## src/rtl/usb_rx_packet_assembler_if.sv

```systemverilog
// Byte-stream receive side and packet-level result side of the USB RX packet assembler.
// master drives the received bytes and observes results; slave is the assembler itself.
interface usb_rx_packet_assembler_if #(
    parameter int MAX_PAYLOAD = 8
);
    localparam int LW = $clog2(MAX_PAYLOAD + 1);

    logic [7:0]                     rx_byte;
    logic                           rx_valid;
    logic                           rx_sop;
    logic                           rx_eop;
    logic                           rx_err;

    logic [23:0]                    token;
    logic                           token_valid;
    logic [8*(MAX_PAYLOAD+3)-1:0]   data_pkt;
    logic [LW-1:0]                  data_len;
    logic                           data_valid;
    logic                           first_packet;
    logic                           pid_err;
    logic                           len_err;
    logic                           crc5_err;

    modport master (
        output rx_byte, rx_valid, rx_sop, rx_eop, rx_err,
        input  token, token_valid, data_pkt, data_len, data_valid,
        input  first_packet, pid_err, len_err, crc5_err
    );

    modport slave (
        input  rx_byte, rx_valid, rx_sop, rx_eop, rx_err,
        output token, token_valid, data_pkt, data_len, data_valid,
        output first_packet, pid_err, len_err, crc5_err
    );
endinterface

```

## src/rtl/usb_rx_packet_assembler.sv

```systemverilog
// Assembles SIE/PHY receive bytes into token and data packets, dropping malformed ones.
// Define USB_CRC5_CHECK_EN to CRC5-check OUT/IN/SOF/SETUP tokens before they are released.
module usb_rx_packet_assembler #(
    parameter int MAX_PAYLOAD = 8,
    parameter int TIMEOUT     = 16
) (
    input  logic                       clk,
    input  logic                       rst,
    usb_rx_packet_assembler_if.slave   bus
);
    localparam int PW = 8 * MAX_PAYLOAD;
    localparam int DW = 8 * (MAX_PAYLOAD + 3);
    localparam int CW = $clog2(MAX_PAYLOAD + 4);
    localparam int LW = $clog2(MAX_PAYLOAD + 1);
    localparam int TW = (TIMEOUT > 1) ? $clog2(TIMEOUT + 1) : 1;
    localparam logic [CW-1:0] MAX_N = CW'(MAX_PAYLOAD + 2);

    typedef enum logic [1:0] {IDLE, TOK, DAT, DROP} state_t;
    typedef enum logic [1:0] {CLS_TOK, CLS_DAT, CLS_HS, CLS_BAD} pid_class_t;

    state_t          state_q;
    logic [7:0]      pid_q;
    logic [7:0]      byte1_q;
    logic [CW-1:0]   cnt_q;
    logic [TW-1:0]   tmo_q;
    logic [PW-1:0]   payload_q;
    logic [15:0]     hold_q;

    logic [23:0]     token_q;
    logic [DW-1:0]   dataPkt_q;
    logic [LW-1:0]   dataLen_q;
    logic            tokenValid_q;
    logic            dataValid_q;
    logic            firstPacket_q;
    logic            pidErr_q;
    logic            lenErr_q;

    logic            pidGood;
    pid_class_t      pidClass;
    logic [PW-1:0]   payloadNext;
    logic [23:0]     tokWord;

    assign pidGood = (bus.rx_byte[7:4] == ~bus.rx_byte[3:0]);
    assign tokWord = {pid_q, byte1_q, bus.rx_byte};

    always_comb begin
        pidClass = CLS_BAD;
        case (bus.rx_byte[7:4])
            4'b0001, 4'b1001, 4'b0101, 4'b1101: pidClass = CLS_TOK;
            4'b0011, 4'b1011:                   pidClass = CLS_DAT;
            4'b0010, 4'b1010, 4'b1110:          pidClass = CLS_HS;
            default:                            pidClass = CLS_BAD;
        endcase
    end

    // The two most recent bytes stay in hold_q until it is known whether they are CRC or payload.
    always_comb begin
        payloadNext = payload_q;
        for (int i = 0; i < MAX_PAYLOAD; i++) begin
            if (cnt_q >= CW'(2) && (cnt_q - CW'(2)) == CW'(i)) begin
                payloadNext[PW-8-8*i +: 8] = hold_q[15:8];
            end
        end
    end

`ifdef USB_CRC5_CHECK_EN
    logic crc5Err_q;
    logic crcOk;

    function automatic logic [4:0] crc5(input logic [10:0] d);
        logic [4:0] c;
        logic       fb;
        c = 5'h1F;
        for (int i = 10; i >= 0; i--) begin
            fb = c[4] ^ d[i];
            c  = {c[3:0], 1'b0} ^ (fb ? 5'b00101 : 5'b00000);
        end
        return c;
    endfunction

    assign crcOk = (tokWord[4:0] == ~crc5(tokWord[15:5]));
    assign bus.crc5_err = crc5Err_q;
`else
    assign bus.crc5_err = 1'b0;
`endif

    always_ff @(posedge clk or negedge rst) begin
        if (!rst) begin
            state_q       <= IDLE;
            pid_q         <= '0;
            byte1_q       <= '0;
            cnt_q         <= '0;
            tmo_q         <= '0;
            payload_q     <= '0;
            hold_q        <= '0;
            token_q       <= '0;
            dataPkt_q     <= '0;
            dataLen_q     <= '0;
            tokenValid_q  <= 1'b0;
            dataValid_q   <= 1'b0;
            firstPacket_q <= 1'b0;
            pidErr_q      <= 1'b0;
            lenErr_q      <= 1'b0;
`ifdef USB_CRC5_CHECK_EN
            crc5Err_q     <= 1'b0;
`endif
        end else begin
            tokenValid_q  <= 1'b0;
            dataValid_q   <= 1'b0;
            firstPacket_q <= 1'b0;
            pidErr_q      <= 1'b0;
            lenErr_q      <= 1'b0;
`ifdef USB_CRC5_CHECK_EN
            crc5Err_q     <= 1'b0;
`endif
            if (bus.rx_err) begin
                state_q <= (bus.rx_valid && bus.rx_eop) ? IDLE : DROP;
                cnt_q   <= '0;
                tmo_q   <= '0;
            end else if (bus.rx_valid && bus.rx_sop) begin
                // A start byte always begins a new packet, truncating any one in progress.
                cnt_q <= '0;
                tmo_q <= '0;
                pid_q <= bus.rx_byte;
                if (state_q == TOK || state_q == DAT) begin
                    lenErr_q <= 1'b1;
                end
                if (!pidGood) begin
                    pidErr_q <= 1'b1;
                    state_q  <= bus.rx_eop ? IDLE : DROP;
                end else begin
                    case (pidClass)
                        CLS_TOK: begin
                            if (bus.rx_eop) begin
                                lenErr_q <= 1'b1;
                                state_q  <= IDLE;
                            end else begin
                                state_q  <= TOK;
                            end
                        end
                        CLS_DAT: begin
                            if (bus.rx_eop) begin
                                lenErr_q  <= 1'b1;
                                state_q   <= IDLE;
                            end else begin
                                payload_q <= '0;
                                hold_q    <= '0;
                                state_q   <= DAT;
                            end
                        end
                        CLS_HS: begin
                            if (bus.rx_eop) begin
                                token_q       <= {bus.rx_byte, 16'h0000};
                                tokenValid_q  <= 1'b1;
                                firstPacket_q <= 1'b1;
                                state_q       <= IDLE;
                            end else begin
                                lenErr_q      <= 1'b1;
                                state_q       <= DROP;
                            end
                        end
                        default: begin
                            pidErr_q <= 1'b1;
                            state_q  <= bus.rx_eop ? IDLE : DROP;
                        end
                    endcase
                end
            end else begin
                case (state_q)
                    IDLE: begin
                    end
                    DROP: begin
                        if (bus.rx_valid && bus.rx_eop) begin
                            state_q <= IDLE;
                        end
                    end
                    TOK: begin
                        if (bus.rx_valid) begin
                            tmo_q <= '0;
                            if (cnt_q == '0) begin
                                if (bus.rx_eop) begin
                                    lenErr_q <= 1'b1;
                                    state_q  <= IDLE;
                                end else begin
                                    byte1_q  <= bus.rx_byte;
                                    cnt_q    <= CW'(1);
                                end
                            end else if (!bus.rx_eop) begin
                                lenErr_q <= 1'b1;
                                state_q  <= DROP;
                            end else begin
                                state_q  <= IDLE;
`ifdef USB_CRC5_CHECK_EN
                                if (crcOk) begin
                                    token_q       <= tokWord;
                                    tokenValid_q  <= 1'b1;
                                    firstPacket_q <= 1'b1;
                                end else begin
                                    crc5Err_q     <= 1'b1;
                                end
`else
                                token_q       <= tokWord;
                                tokenValid_q  <= 1'b1;
                                firstPacket_q <= 1'b1;
`endif
                            end
                        end else if (TIMEOUT != 0) begin
                            if (tmo_q == TW'(TIMEOUT - 1)) begin
                                lenErr_q <= 1'b1;
                                tmo_q    <= '0;
                                state_q  <= IDLE;
                            end else begin
                                tmo_q    <= tmo_q + TW'(1);
                            end
                        end
                    end
                    DAT: begin
                        if (bus.rx_valid) begin
                            tmo_q     <= '0;
                            payload_q <= payloadNext;
                            hold_q    <= {hold_q[7:0], bus.rx_byte};
                            cnt_q     <= cnt_q + CW'(1);
                            // cnt_q counts bytes already stored, so this byte is number cnt_q+1.
                            if (bus.rx_eop) begin
                                state_q <= IDLE;
                                if (cnt_q != '0 && cnt_q < MAX_N) begin
                                    dataPkt_q     <= {pid_q, payloadNext, hold_q[7:0], bus.rx_byte};
                                    dataLen_q     <= LW'(cnt_q - CW'(1));
                                    dataValid_q   <= 1'b1;
                                    firstPacket_q <= 1'b1;
                                end else begin
                                    lenErr_q      <= 1'b1;
                                end
                            end else if (cnt_q == MAX_N) begin
                                lenErr_q <= 1'b1;
                                state_q  <= DROP;
                            end
                        end else if (TIMEOUT != 0) begin
                            if (tmo_q == TW'(TIMEOUT - 1)) begin
                                lenErr_q <= 1'b1;
                                tmo_q    <= '0;
                                state_q  <= IDLE;
                            end else begin
                                tmo_q    <= tmo_q + TW'(1);
                            end
                        end
                    end
                    default: state_q <= IDLE;
                endcase
            end
        end
    end

    assign bus.token        = token_q;
    assign bus.token_valid  = tokenValid_q;
    assign bus.data_pkt     = dataPkt_q;
    assign bus.data_len     = dataLen_q;
    assign bus.data_valid   = dataValid_q;
    assign bus.first_packet = firstPacket_q;
    assign bus.pid_err      = pidErr_q;
    assign bus.len_err      = lenErr_q;
endmodule

```

## src/flat_wrapper.sv

```systemverilog
// flat-port wrapper written by rule: the top's interface ports become plain ports
module usb_rx_packet_assembler_flat 
#(
    parameter int MAX_PAYLOAD = 8,
    parameter int TIMEOUT     = 16
)
  (clk, rst, bus_rx_byte, bus_rx_valid, bus_rx_sop, bus_rx_eop, bus_rx_err, bus_token, bus_token_valid, bus_data_pkt, bus_data_len, bus_data_valid, bus_first_packet, bus_pid_err, bus_len_err, bus_crc5_err);
  usb_rx_packet_assembler_if #(.MAX_PAYLOAD(MAX_PAYLOAD)) bus_i ();
  input  logic clk;
  input  logic rst;
  input wire logic [$bits(bus_i.rx_byte)-1:0] bus_rx_byte;
  input wire logic [$bits(bus_i.rx_valid)-1:0] bus_rx_valid;
  input wire logic [$bits(bus_i.rx_sop)-1:0] bus_rx_sop;
  input wire logic [$bits(bus_i.rx_eop)-1:0] bus_rx_eop;
  input wire logic [$bits(bus_i.rx_err)-1:0] bus_rx_err;
  output wire logic [$bits(bus_i.token)-1:0] bus_token;
  output wire logic [$bits(bus_i.token_valid)-1:0] bus_token_valid;
  output wire logic [$bits(bus_i.data_pkt)-1:0] bus_data_pkt;
  output wire logic [$bits(bus_i.data_len)-1:0] bus_data_len;
  output wire logic [$bits(bus_i.data_valid)-1:0] bus_data_valid;
  output wire logic [$bits(bus_i.first_packet)-1:0] bus_first_packet;
  output wire logic [$bits(bus_i.pid_err)-1:0] bus_pid_err;
  output wire logic [$bits(bus_i.len_err)-1:0] bus_len_err;
  output wire logic [$bits(bus_i.crc5_err)-1:0] bus_crc5_err;
  assign bus_i.rx_byte = bus_rx_byte;
  assign bus_i.rx_valid = bus_rx_valid;
  assign bus_i.rx_sop = bus_rx_sop;
  assign bus_i.rx_eop = bus_rx_eop;
  assign bus_i.rx_err = bus_rx_err;
  assign bus_token = bus_i.token;
  assign bus_token_valid = bus_i.token_valid;
  assign bus_data_pkt = bus_i.data_pkt;
  assign bus_data_len = bus_i.data_len;
  assign bus_data_valid = bus_i.data_valid;
  assign bus_first_packet = bus_i.first_packet;
  assign bus_pid_err = bus_i.pid_err;
  assign bus_len_err = bus_i.len_err;
  assign bus_crc5_err = bus_i.crc5_err;
  usb_rx_packet_assembler #(.MAX_PAYLOAD(MAX_PAYLOAD), .TIMEOUT(TIMEOUT)) u_core (.clk(clk), .rst(rst), .bus(bus_i));
endmodule
```

## config.mk

```make
export PLATFORM = sky130hd
export DESIGN_NAME = usb_rx_packet_assembler_flat
export DESIGN_NICKNAME = d
export VERILOG_FILES = /design/src/rtl/usb_rx_packet_assembler_if.sv /design/src/rtl/usb_rx_packet_assembler.sv /design/src/flat_wrapper.sv
export SDC_FILE = /design/constraint.sdc
export NUM_CORES = 1
export LEC_CHECK = 0
export CAP_MARGIN = 20
export CORE_MARGIN = 1
export CORE_UTILIZATION = 59
export CTS_CLUSTER_DIAMETER = 30
export DETAILED_ROUTE_END_ITERATION = 10
export PLACE_DENSITY = 0.85
export REMOVE_ABC_BUFFERS = 1
export SYNTH_ARGS = -nofsm -noshare
export SYNTH_HDL_FRONTEND = slang
export SYNTH_SLANG_ARGS = --single-unit
```

## constraint.sdc

```tcl
create_clock -name clk -period 6.6 [get_ports clk]
set_input_delay 1.32 -clock clk [delete_from_list [all_inputs] [get_ports clk]]
set_output_delay 1.32 -clock clk [all_outputs]
set_load 0.1 [all_outputs]
```

== Word level (Yosys, flattened, before mapping) ==
Memory sizes are Yosys's and may differ from the RTL's.
Cells that the tools add are included.
Widths: inputs -> output; s select.

* Memories kept: 1
* ROM bits: 32
* Bits in registers: 228
* Output and inout port bits: 122
* Word-level logic and storage cells: 181

{| class="wikitable"
|+ Memory list
! memory !! depth !! bits a word !! rd ports !! clocked after memory_dff !! wr ports !! line !! text
|-
| (no name shown) || 16 || 2 || 1 || 0 || 0 || usb_rx_packet_assembler.sv:48 || <nowiki>case (bus.rx_byte[7:4])</nowiki>
|}

* Mux-type cells: 94
* Order comparisons: 2
* Add/sub/neg operators: 4
* Equality and inequality tests: 29
* Reduce and logical (&&, ||, !) cells: 32
* Bitwise operators: 4

{| class="wikitable"
|+ Operator list
! kind !! count
|-
| $mux 64 || 6
|-
| $mux 24 || 8
|-
| $mux 16 || 6
|-
| $mux 8 || 8
|-
| $mux 1 || 35
|-
| $mux 2 || 14
|-
| $mux 5 || 5
|-
| $mux 4 || 6
|-
| $reduce_and 6->1 || 3
|-
| $eq 4x3->1 const B || 4
|-
| $ne 4x3->1 const B || 4
|-
| $ne 6x5->1 const B || 2
|-
| $logic_and 1x1->1 || 11
|-
| $ne 2x2->1 const B || 5
|-
| $eq 4x2->1 const B || 2
|-
| $logic_not 4->1 || 2
|-
| $pmux 4 s2 || 1
|-
| $reduce_and 8->1 || 1
|-
| $reduce_bool 4->1 || 2
|-
| $eq 2x2->1 const B || 3
|-
| $pmux 1 s2 || 3
|-
| $pmux 2 s3 || 1
|-
| $reduce_bool 2->1 || 3
|-
| $add 5x1->5 const B || 1
|-
| 24 further kinds || 29
|}

== Logic depth before layout (Yosys ltp) ==
* Depth after elaboration: 8
* Depth in mapped cells: 10
* Depth with buffers taken out: 10

== Least setup slack after synthesis ==
No wires, ideal clock.

* Path kind: in2reg
* From: input bus_rx_byte[6]
* To: register u_core.lenErr_q (netlist: u_core.bus.len_err)
* Library setup time: 111 ps
* Slack: 3,744 ps
* Required time: 6,489 ps
* Arrival time: 2,744 ps
* Stages: 6
* Path through: buf_2 -> or2_2 -> a211oi_1 -> a31oi_1 -> or3b_1 -> a2111oi_2

* Longest elaborated chain between the ends: 7

{| class="wikitable"
|+ Ends and longest elaborated chain
! what !! line !! text
|-
| from (decl) || flat_wrapper.sv:11 || <nowiki>input wire logic [$bits(bus_i.rx_byte)-1:0] bus_rx_byte;</nowiki>
|-
| $mem_v2 16x2 || - ||
|-
| $eq 2x1->1 / $logic_not 2->1 (equally long branches) || usb_rx_packet_assembler.sv:132 || <nowiki>case (pidClass)</nowiki>
|-
| $reduce_or 2->1 (no source line) || - ||
|-
| $pmux 1 s2 || usb_rx_packet_assembler.sv:132 ||
|-
| $mux 1 (*) || usb_rx_packet_assembler.sv:128 || <nowiki>if (!pidGood) begin</nowiki>
|-
| $mux 1 (*) || usb_rx_packet_assembler.sv:120 || <nowiki>end else if (bus.rx_valid && bus.rx_sop) begin</nowiki>
|-
| $mux 1 (*) || usb_rx_packet_assembler.sv:116 || <nowiki>if (bus.rx_err) begin</nowiki>
|-
| to (signal assigned) || usb_rx_packet_assembler.sv:126 || <nowiki>lenErr_q <= 1'b1;</nowiki>
|-
| to (signal assigned) || usb_rx_packet_assembler.sv:135 || <nowiki>lenErr_q <= 1'b1;</nowiki>
|-
| to (signal assigned) || usb_rx_packet_assembler.sv:143 || <nowiki>lenErr_q <= 1'b1;</nowiki>
|-
| to (decl) || usb_rx_packet_assembler.sv:36 || <nowiki>logic lenErr_q;</nowiki>
|}

Every way passes the cells marked *; elsewhere a longest branch is shown, timed or not.
A chain may end at the register's enable or synchronous reset.

== Final worst setup path ==
* From: input bus_rx_valid
* To: register u_core.dataPkt_q[16] (netlist: u_core.bus.data_pkt[16])

* Longest elaborated chain between the ends: 3

{| class="wikitable"
|+ Ends and longest elaborated chain
! what !! line !! text
|-
| from (decl) || flat_wrapper.sv:12 || <nowiki>input wire logic [$bits(bus_i.rx_valid)-1:0] bus_rx_valid;</nowiki>
|-
| $logic_and 1x1->1 || usb_rx_packet_assembler.sv:120 ||
|-
| $not 1->1 (no source line) || - ||
|-
| $reduce_and 6->1 (no source line) (*) || - ||
|-
| to (signal assigned) || usb_rx_packet_assembler.sv:227 || <nowiki>dataPkt_q <= {pid_q, payloadNext, hold_q[7:0], bus.rx_byte};</nowiki>
|-
| to (decl) || usb_rx_packet_assembler.sv:30 || <nowiki>logic [DW-1:0] dataPkt_q;</nowiki>
|}

Marked as above.

==> results.md <==
- # resized after CTS: 0
- Final Hold Viols: 0
- Vias in the first global route: 8146
- CTS buffer count: 42
- Netlist cell types: 57
- Worst-Margin Slew: 1.052 ns
- Vias: 8060
- Layout area overhead: 27.38%
- Synth Register Bits: between 200 and 250
- Pre-antenna DRT Iters: 6
- Final period util: 66.41%
- WL/cell: 20.16 microns
- Crit path kind: primary input to flop
- Gr ovfl total: 0
- Fill cell count: between 1000 and 1500
- DIE WIDTH: 133.4 microns
- N_diodes: 0
- Count leader, synth: dfrtp_1
- DP Worst Slack: between 1.5 and 2 ns
- Worst Setup End Kind: flop
- Worst skew pair latency: between 0.5 and 0.6 ns
- Peak supply drop: around 0.00041 V
- Layout cell share with drive strength beyond 1: a little over a tenth
- Max-cap violations: 0
- Net count, final: 1115
- Starting DRT DRC Count: 725
- Worst EP arrival: roughly 4.8 ns
- Dominant synthesized flop cell: dfrtp_1
- Final WL: 26920 microns
- Hold-critical path depth: 2
- Sink Count: 228
- DRC viols: 0
- Worst EP required: 7.01 ns
- First-pass GRT wire length: 43740 microns
- Synth top area share: 56.02%
- Leak: 5.806 nW
- Post-synth EDFFs: 0
- Ys Warns: 0
- Non-Filler Instances: 1335
- R2R cell count: 8
- Row count: 47
- IO Port Bufs: 134
- GP Congestion: about 0.86
- Top post-synthesis cells by count: dfrtp_1 (228), nand2_1 (223), o21ai_0 (114), mux2i_1 (72), a22o_1 (66)
- Detail Route Antenna Nets: 0
- Setup TNS: 0 ns
- Vias per cell: 6.037
- Largest net degree at the start of global routing: 113
- Placed cells: 1255
- Post-Syn Instances: 971
- HP Start: u_core.bus.data_pkt[74]$_DFFE_PN0P_
- Crit-path max FO: 106
- Final Slew Violations: 0
- Asr flop ratio synth: 100.0%
- R2r endpoint: u_core.bus.data_pkt[16]$_DFFE_PN0P_
- Overall global routing resource usage: 31.52%
- Clock-pin transition on the worst setup and hold timing paths: 0.05 ns
- Final setup margin: between 2 and 2.5 ns
- Pwr dens: 402.5 mW/mm^2
- Total power: 5.221 mW
- Starting density of the core: about three fifths
- FF-to-FF Start: u_core.cnt_q[0]$_DFFE_PN0P_
- DIE HEIGHT: between 100 and 150 microns
- Setup slack, reg-to-reg: 3.24 ns
- Maximum clock insertion buffer count: 3
- DIE AREA: 0.01779 sq mm
- Core ar.: approximately 0.017 sq mm
- Mapped cell area: 0.01018 sq mm
- CTS Hold Bufs: 0
- Unrepaired setup endpoints after global routing: no
- Worst min path class: flop to flop
- Max Clock Skew: 0.02748 ns
- Hold Path End: u_core.bus.data_pkt[74]$_DFFE_PN0P_
- Avg Cell Area, Syn: ~10 sq um
- Detail Placement HPWL: roughly 16000 microns
- I/O pin total: between 100 and 150
- Achievable frequency: 228.1 MHz
- Synth area leader: dfrtp_1
- Status: completed
- TritonCTS clock tree: built
- Crit path time final: 4.383 ns
- Post-CTS Setup Bufs: 0
- Nature of the critical path startpoint: primary input
- Final setup viols: 0
- CTS HTree Levels: 2
- Largest cells by area after synthesis: dfrtp_1 (56%), nand2_1 (8.2%), mux2i_1 (7.1%), a22o_1 (5.7%), o21ai_0 (5.6%)
- Root buf cell: clkbuf_16
- Slew HR: 29.63%
- Initial antenna violation count: 0
- Register area share after synthesis: about 56%
[cells in the final DEF, fill, tap and decap left out, drive strengths merged, types with 9 or more instances in the layout]
cell           synthesis  routed
nor2                  12      12
dfrtp                228     228
o21ai                123     123
a21oi                 15      15
mux2i                 72      72
inv                   12      18
mux2                  12      12
nand2                223     223
clkinv                 0      13
buf                   42      16
nand3b                10      10
clkbuf                38      53
a21boi                 9       9
nor2b                  9       9
clkdlybuf4s50          0     133
a22o                  66      66
ha                    17      17
[logic make-up (layout without fill, tap and decap cells)]
logic type / Yosys count / in the layout / share of synthesized area (%)
multiplexers: 84 / 84 / 8.403
AND/OR/NAND/NOR: 300 / 300 / 13.21
XOR/XNOR: 6 / 6 / 0.5160
adder cells (fa/ha/maj): 17 / 17 / 2.088
buffers and inverters: 92 / 236 / 3.858
flip-flops: 228 / 228 / 56.02
other: 1 / 1 / 0.03682
AO/OA/AOI/OAI: 243 / 243 / 15.87
[critical path: stages]
cell	delay, ns
clkdlybuf4s50_1	0.98
and2_1	0.62
nor2_1	0.20
nand2_4	0.42
buf_4	0.82
nand2_1	0.20
o21ai_0	0.15
[sequential cells by signal, summed over array words and instances, names as in the netlist]
signal	count
u_core.bus.data_pkt	88
u_core.payload_q	64
u_core.bus.token	24
u_core.hold_q	16
u_core.byte1_q	8
u_core.pid_q	8
u_core.tmo_q	5
u_core.bus.data_len	4
u_core.cnt_q	4
u_core.state_q	2
u_core.bus.data_valid	1
u_core.bus.first_packet	1
u_core.bus.len_err	1
u_core.bus.pid_err	1
u_core.bus.token_valid	1
[worst max-delay path by stage]
stage	from	cells past startpoint	slack, ns	end
after floorplan	bus_rx_valid	6	1.22	u_core.bus.data_pkt[0]$_DFFE_PN0P_
after global placement	bus_rx_valid	6	1.94	u_core.bus.data_pkt[59]$_DFFE_PN0P_
after detailed placement	bus_rx_valid	6	1.80	u_core.bus.data_pkt[62]$_DFFE_PN0P_
after CTS	bus_rx_valid	6	2.27	u_core.bus.data_pkt[16]$_DFFE_PN0P_
after global routing	bus_rx_valid	6	1.90	u_core.bus.data_pkt[16]$_DFFE_PN0P_
final	bus_rx_valid	7	2.22	u_core.bus.data_pkt[16]$_DFFE_PN0P_
[metrics by stage]
stage	hold slack (ns)	instance area [sq um]	util (%)
2_1_floorplan	0.4497	9837	-
3_3_place_gp	0.4614	11560	69.25
3_5_place_dp	0.4685	11560	69.25
4_1_cts	0.4821	12920	77.34
5_1_grt	0.4986	12970	77.68
6_report	0.4741	12970	77.68
[per-layer routing]
| metal | share of wire (%) | track usage (%) | up-vias |
|---|---|---|---|
| li1 | - | - | 3609 |
| met1 | 41 | 42.10 | 4001 |
| met2 | 49 | 51.16 | 386 |
| met3 | 6.8 | 6.164 | 64 |
| met4 | 3.0 | 12.31 | 0 |
| met5 | 0 | 0 | - |
[layout make-up]
type                       count  area [sq um]  share of cell area, %
inverter                      12         45.04                 0.3472
clock inverter                22         177.7                  1.369
timing repair buffer         149          1479                  11.40
tap                          220         275.3                  2.122
clock buffer                  53          1174                  9.046
sequential                   228          5705                  43.98
multi-input combinational    651          4118                  31.74
[power breakdown]
part	internal, mW	switching, mW	leakage, nW	total [mW]
Combinational	0.329	1.07	2.04	1.40
Clock	1.30	0.718	0.671	2.02
Sequential	1.58	0.218	3.10	1.80
(Power assumes the default switching activity.)
